**src/rtl/bus_arbiter.sv**
```systemverilog
// Two-requester round-robin arbiter in front of a single MemoryUnit port (IDLE -> ISSUE -> WAIT).
// Defining BUS_ARBITER_TIMEOUT_EN adds a WAIT-state abort after TIMEOUT_CYCLES without bus_done.
module bus_arbiter #(
  parameter int TIMEOUT_CYCLES = 1023
) (
  input  logic        clk,
  input  logic        nreset,
  input  logic [26:0] m0_addr,
  input  logic [31:0] m0_data,
  input  logic        m0_we,
  input  logic        m0_start,
  output logic [31:0] m0_q,
  output logic        m0_done,
  input  logic [26:0] m1_addr,
  input  logic [31:0] m1_data,
  input  logic        m1_we,
  input  logic        m1_start,
  output logic [31:0] m1_q,
  output logic        m1_done,
  output logic [26:0] bus_addr,
  output logic [31:0] bus_data,
  output logic        bus_we,
  output logic        bus_start,
  input  logic [31:0] bus_q,
  input  logic        bus_done,
  output logic        bus_err
);
  typedef enum logic [1:0] {IDLE, ISSUE, WAIT} state_t;
  state_t state, next_state;

  logic        grant, last_grant;
  logic        p0_vld, p1_vld, p0_we, p1_we;
  logic [26:0] p0_addr, p1_addr;
  logic [31:0] p0_data, p1_data;
  logic        req0, req1, sel, take, active, abort, complete;
  logic [26:0] sel_addr;
  logic [31:0] sel_data;
  logic        sel_we;

  assign active   = (state != IDLE);
  assign req0     = p0_vld | m0_start;
  assign req1     = p1_vld | m1_start;
  assign take     = (state == IDLE) & (req0 | req1);
  // Requester 1 wins when alone, or on a tie when requester 0 was served last.
  assign sel      = req1 & (~req0 | ~last_grant);
  assign complete = active & (bus_done | abort);

  always_comb begin
    sel_addr = p0_vld ? p0_addr : m0_addr;
    sel_data = p0_vld ? p0_data : m0_data;
    sel_we   = p0_vld ? p0_we   : m0_we;
    if (sel) begin
      sel_addr = p1_vld ? p1_addr : m1_addr;
      sel_data = p1_vld ? p1_data : m1_data;
      sel_we   = p1_vld ? p1_we   : m1_we;
    end
  end

  always_ff @(posedge clk or negedge nreset) begin
    if (!nreset) state <= IDLE;
    else         state <= next_state;
  end

  always_comb begin
    next_state = state;
    bus_start  = 1'b0;
    unique case (state)
      IDLE:    if (take) next_state = ISSUE;
      ISSUE: begin
        bus_start  = 1'b1;
        next_state = complete ? IDLE : WAIT;
      end
      WAIT:    if (complete) next_state = IDLE;
      default: next_state = IDLE;
    endcase
  end

  // A start is only held when it is not consumed by this cycle's grant.
  always_ff @(posedge clk or negedge nreset) begin
    if (!nreset) begin
      p0_vld <= 1'b0; p0_addr <= '0; p0_data <= '0; p0_we <= 1'b0;
    end else if (take && !sel) begin
      p0_vld <= 1'b0;
    end else if (m0_start && !p0_vld && !(active && !grant)) begin
      p0_vld <= 1'b1; p0_addr <= m0_addr; p0_data <= m0_data; p0_we <= m0_we;
    end
  end

  always_ff @(posedge clk or negedge nreset) begin
    if (!nreset) begin
      p1_vld <= 1'b0; p1_addr <= '0; p1_data <= '0; p1_we <= 1'b0;
    end else if (take && sel) begin
      p1_vld <= 1'b0;
    end else if (m1_start && !p1_vld && !(active && grant)) begin
      p1_vld <= 1'b1; p1_addr <= m1_addr; p1_data <= m1_data; p1_we <= m1_we;
    end
  end

  always_ff @(posedge clk or negedge nreset) begin
    if (!nreset) begin
      grant      <= 1'b0;
      last_grant <= 1'b1;
      bus_addr   <= '0;
      bus_data   <= '0;
      bus_we     <= 1'b0;
      m0_q       <= '0;
      m1_q       <= '0;
      m0_done    <= 1'b0;
      m1_done    <= 1'b0;
    end else begin
      m0_done <= 1'b0;
      m1_done <= 1'b0;
      if (take) begin
        grant      <= sel;
        last_grant <= sel;
        bus_addr   <= sel_addr;
        bus_data   <= sel_data;
        bus_we     <= sel_we;
      end else if (complete) begin
        bus_we <= 1'b0;
        if (grant) begin
          m1_done <= 1'b1;
          m1_q    <= bus_done ? bus_q : '0;
        end else begin
          m0_done <= 1'b1;
          m0_q    <= bus_done ? bus_q : '0;
        end
      end
    end
  end

`ifdef BUS_ARBITER_TIMEOUT_EN
  localparam int CW = $clog2(TIMEOUT_CYCLES + 1);
  logic [CW-1:0] cnt;

  always_ff @(posedge clk or negedge nreset) begin
    if (!nreset)                 cnt <= '0;
    else if (active && !complete) cnt <= cnt + CW'(1);
    else                         cnt <= '0;
  end

  // A real completion in the same cycle always beats the abort.
  assign abort = active & ~bus_done & (cnt == CW'(TIMEOUT_CYCLES - 1));

  always_ff @(posedge clk or negedge nreset) begin
    if (!nreset) bus_err <= 1'b0;
    else         bus_err <= abort;
  end
`else
  assign abort   = 1'b0;
  assign bus_err = 1'b0;
`endif

endmodule

```
**config.mk**
```make
export PLATFORM = sky130hd
export DESIGN_NAME = bus_arbiter
export DESIGN_NICKNAME = d
export VERILOG_FILES = /design/src/rtl/bus_arbiter.sv
export SDC_FILE = /design/constraint.sdc
export NUM_CORES = 1
export LEC_CHECK = 0
export CAP_MARGIN = 20
export CORE_MARGIN = 8
export CORE_UTILIZATION = 53
export CTS_CLUSTER_SIZE = 16
export DETAILED_ROUTE_END_ITERATION = 7
export GPL_TIMING_DRIVEN = 0
export HOLD_SLACK_MARGIN = 0.1
export MAX_ROUTING_LAYER = met4
export PLACE_DENSITY = 0.86
export SLEW_MARGIN = 20
export SYNTH_ARGS = -nofsm -noshare
export SYNTH_HDL_FRONTEND = slang
export SYNTH_SLANG_ARGS = --single-unit
```
**constraint.sdc**
```tcl
create_clock -name clk -period 3.3 [get_ports clk]
set_clock_uncertainty 0.05 [all_clocks]
set_input_delay 0.66 -clock clk [delete_from_list [all_inputs] [get_ports clk]]
set_output_delay 0.66 -clock clk [all_outputs]
set_load 0.01 [all_outputs]
```
Word-level counts from Yosys, hierarchy flattened
Index checks and enable logic that the tools add are counted.
{"block": "op_classes", "reduce_logical": 24, "eq_ne": 4, "n_bitwise": 13, "muxes": 27}
{"op": "$mux 32", "n": 4}
{"op": "$mux 27", "n": 3}
{"op": "$mux 1", "n": 16}
{"op": "$logic_and 1x1->1", "n": 8}
{"op": "$reduce_bool 2->1", "n": 4}
{"op": "$logic_not 1->1", "n": 6}
{"op": "$mux 2", "n": 3}
{"op": "$not 1->1", "n": 6}
{"op": "$pmux 2 s3", "n": 1}
{"op": "$reduce_and 2->1", "n": 3}
{"op": "$reduce_and 3->1", "n": 2}
{"op": "$ne 2x2->1 const B", "n": 2}
{"op": "$or 1x1->1", "n": 4}
{"op": "$and 1x1->1", "n": 3}
{"op": "$eq 2x1->1 const B", "n": 1}
{"op": "$eq 2x2->1 const B", "n": 1}
{"op": "$logic_not 2->1", "n": 1}
{"block": "word_totals", "register_bits": 252, "inputBits": 157, "word_cells": 86}

Depth between registers and ports, before layout
{"block": "depth", "ltp_word": 8, "depth_mapped": 7}

Worst setup path before layout
OpenSTA, ideal clock, no wires.
{"block": "synth_timing", "path_type": "register -> register", "start": "register state[0]", "end": "register p0_data[13]", "stages_incl_launch_ff": 7, "slack_ns": 1.207, "setup_ns": 0.125, "path_buffers": 2, "t_required_ns": 3.125, "period_less_slack_ns": 2.093, "arrival_ns": 1.919, "cell_sequence": "dfrtp_1 > or2_1 > clkbuf_1 > o31a_1 > nor3b_4 > buf_6 > mux2_2"}
{"block": "synth_between", "elab_chain_cells": 5, "elab_cells_between_ends": 9, "classes_between": "bitwise (2); reduce/logical (7)"}
{"item": "start: declaration", "line": "29", "text": "state_t state, next_state;"}
{"item": "start signal: assignment", "line": "61", "text": "else state <= next_state;"}
{"item": "$logic_not 2->1 / $reduce_bool 2->1 (equally long branches)", "line": "43, 40"}
{"item": "$and 1x1->1 / $logic_and 1x1->1 (equally long branches)", "line": "43, 84"}
{"item": "$logic_and 1x1->1 / $logic_not 1->1 (equally long branches)", "line": "82, 84"}
{"item": "$not 1->1 (no source line) / $logic_and 1x1->1 (equally long branches)"}
{"item": "$reduce_and 2->1 (no source line) *"}
{"item": "end signal: assignment", "line": "81", "text": "p0_vld <= 1'b0; p0_addr <= '0; p0_data <= '0; p0_we <= 1'b0;"}
{"item": "end signal: assignment", "line": "85", "text": "p0_vld <= 1'b1; p0_addr <= m0_addr; p0_data <= m0_data; p0_we <= m0_we;"}
{"item": "end: declaration", "line": "34", "text": "logic [31:0] p0_data, p1_data;"}
Mark *: on every way between the ends. The rest lies on a longest branch, timed or not.
A chain may end at the register's enable or synchronous reset.

Final worst setup path
{"block": "layout_timing", "start": "input m1_start", "end": "register bus_addr[22]"}
{"block": "layout_between", "elab_chain_cells": 3, "elab_cells_between_ends": 5, "classes_between": "mux (1); bitwise (4)"}
{"item": "start: declaration", "line": "17", "text": "input logic m1_start,"}
{"item": "$or 1x1->1 *", "line": "42", "text": "assign req1 = p1_vld | m1_start;"}
{"item": "$and 1x1->1 / $or 1x1->1 (equally long branches)", "line": "45, 43"}
{"item": "$mux 27 / $and 1x1->1 (equally long branches)", "line": "52, 43"}
{"item": "end signal: assignment", "line": "116", "text": "bus_addr <= sel_addr;"}
{"item": "end: declaration", "line": "20", "text": "output logic [26:0] bus_addr,"}
Marks and branches as above.

==> results.yml <==
power_and_ir_drop:
  leakage_nw: 6.46
  p_per_area_nw_per_um2: 1040
  peakVddDrop_uv: 554
  p_total_mw: 15.6
final_layout:
  fin_nets: 1240
  fillers: 1320
  fin_util_pct: 74.3
  layout_common_cells: "282 x clkdlybuf4s50_1, 251 x dfrtp_1, 179 x mux2_2"
  drive_gt1_share_pct: 22.1
  area_delta_synth_final_pct: 38.4
  final_common_cell: "clkdlybuf4s50_1"
timing:
  tns_ns: 0
  setup-violations-final: 0
  hold_violations: 0
  tightestPinTransition_ns: 0.860
  rsz0062_at_grt: "no"
  relSlewSlack_pct: 42.6
  fin_crit_sh_pct: 82.3
  maxSlewViolCount: 0
  worst_slack_ns: 0.585
  fmax_mhz: 368
  final.min_clock_period_ns: 2.72
synth:
  synth_xor_area_share_pct: 0.0811
  syn_nets: 925
  synth_mux_area_share_pct: 30.1
  synthCells: 768
  yosys.area_share.adder_pct: 0
  synth-seq-cells: 252
  synth_cell_types: 30
  synthSimpleGateAreaFrac_pct: 3.08
  synth_compound_gate_area_share_pct: 5.73
  yosysWarnings: 0
  synth_top_family_by_area: "multiplexers"
  postSynthAreaPerCell_sq_um: 14.1
  synthesis.area_sq_um: 10800
  ys_seq_area_share_pct: 58.4
placement:
  hpwl_microns: 21200
  place_ws_ns: 0.0566
  globalplace.congestion: 0.812
  io_buffers: 283
cts:
  clk_latency_ns: 0.54
  cts.repair.resized: 0
  clock_sinks: 252
  clk_pin_slew_ns: 0.06
  post-cts-setup-buffer-count: 0
  cts_tree: "yes"
  h-tree-depth: 1
  ctsHoldBuffers: 0
  clockRootBuffer: "clkbuf_16"
  clk_path_buf_depth: 3
  numCtsBuffers: 27
global_routing:
  grt_pass1_vias: 8431
  grt_pass1_wl_microns: 48000
  antenna_found_initial: 3
  overflow: 0
  grt_use_total_pct: 24.2
  grt_max_degree: 97
routing:
  drc: 0
  routedWlPerCell_microns: 21.8
  vias: 7614
  drtPass1Iterations: 4
  ant_nets: 0
  drt_iter0_markers: 507
  routed_wl_microns: 30000
  via_per_inst: 5.53
die:
  fp.dieH_microns: 159
  ioPinCount: 285
  dieArea_sq_um: 25200
  die_x_microns: 159
  coreArea_sq_um: 20100
  start_util_pct: 53.7
  num_rows: 52
worst_setup_path:
  crit_required_ns: 3.62
  start_kind: "input pin"
  r2r_end: "bus_addr[22]$_DFFE_PN0P_"
  cp.arrival_ns: 3.04
  path_max_fanout: 10
  reg2reg_setup_slack_ns: 0.69
  endpoint_kind: "flop"
  reg2reg_from: "p0_vld$_DFFE_PN0P_"
  reg2reg_depth: 5
  critPathKind: "in -> reg"
  startpoint: "m1_start"
job:
  maxCapViolCount: 0
status:
  status: "completed"
min_path:
  holdCritPathClass: "in -> async"
## worst max path at each step
stage | to | slack (ns) | depth (start not counted)
finish | bus_addr[22]$_DFFE_PN0P_ | 0.58 | 7
global route | bus_addr[17]$_DFFE_PN0P_ | 0.45 | 7
CTS | bus_addr[22]$_DFFE_PN0P_ | 0.60 | 7
detailed placement | bus_addr[16]$_DFFE_PN0P_ | 0.06 | 7
global placement | p0_addr[22]$_DFFE_PN0P_ | -9.39 | 1
floorplan | p0_data[13]$_DFFE_PN0P_ | 1.21 | 6
## logic make-up after synthesis
logic type	Yosys count
AO/OA/AOI/OAI	76
XOR/XNOR	1
buffers and inverters	56
flip-flops	252
multiplexers	302
other	1
AND/OR/NAND/NOR	80
## synth_stat cells (all sizes together)
| cell | number | area, sq um |
|---|---|---|
| a21o | 1 | 7.51 |
| a21oi | 5 | 25.0 |
| a22oi | 2 | 15.0 |
| buf | 20 | 135 |
| clkbuf | 33 | 124 |
| conb | 1 | 3.75 |
| dfrtp | 251 | 6280 |
| dfstp | 1 | 26.3 |
| inv | 3 | 11.3 |
| mux2 | 184 | 2070 |
| mux2i | 118 | 1180 |
| nand2 | 67 | 251 |
| nand3 | 1 | 5.00 |
| nand3b | 2 | 15.0 |
| nor2 | 6 | 22.5 |
| nor2b | 1 | 6.26 |
| nor3b | 2 | 26.3 |
| o21a | 1 | 7.51 |
| o21ai | 6 | 30.0 |
| o21bai | 1 | 7.51 |
| o221ai | 59 | 517 |
| o31a | 1 | 8.76 |
| or2 | 1 | 6.26 |
| xnor2 | 1 | 8.76 |
## per-stage QoR
stage	cell area, sq um	hold slack (ns)	std cells
final	14900	0.0763	1377
after global routing	14900	0.102	1377
after CTS	14900	0.110	1374
after detailed placement	14100	0.425	1324
after global placement	14000	0.416	1321
after floorplan	10800	0.314	768
## worst max-delay path, cell delays in order
cell and delay [ns]:
clkdlybuf4s50_1 0.56, nor2_1 0.13, o21a_1 0.20, o21ai_1 0.30
clkbuf_1 0.51, clkbuf_1 0.49, o221ai_1 0.19
## power breakdown
part	total, mW	internal (mW)	switching, mW
clock network	3.00	1.78	1.23
registers	5.55	4.71	0.840
logic	7.06	3.83	3.23
total	15.6	10.3	5.30
## cell type report
type,instances,area (sq um),area share (%)
Tap cell,270,338,2.26
Buffer,53,259,1.73
Multi-Input combinational cell,460,4220,28.2
Timing Repair Buffer,286,2920,19.5
Sequential cell,252,6310,42.2
Antenna cell,3,7.51,0.0503
Inverter,3,11.3,0.0754
Clock inverter,11,109,0.729
Clock buffer,39,771,5.16
## registers in the layout, indices dropped and copies added (netlist names), 2 cells and up
| name | cells |
|---|---|
| p0_data | 32 |
| p1_data | 32 |
| m0_q | 32 |
| state | 2 |
| m1_q | 32 |
| bus_addr | 27 |
| p1_addr | 27 |
| p0_addr | 27 |
| bus_data | 32 |
## layer usage
layer,vias up,global-route usage (%),wire [microns]
met1,3857,29.3,12700
met3,51,5.14,1640
li1,3454,-,-
met5,-,-,0
met2,252,39.8,15000
met4,0,8.53,755
Note: power is estimated with default switching activity, not from simulation.
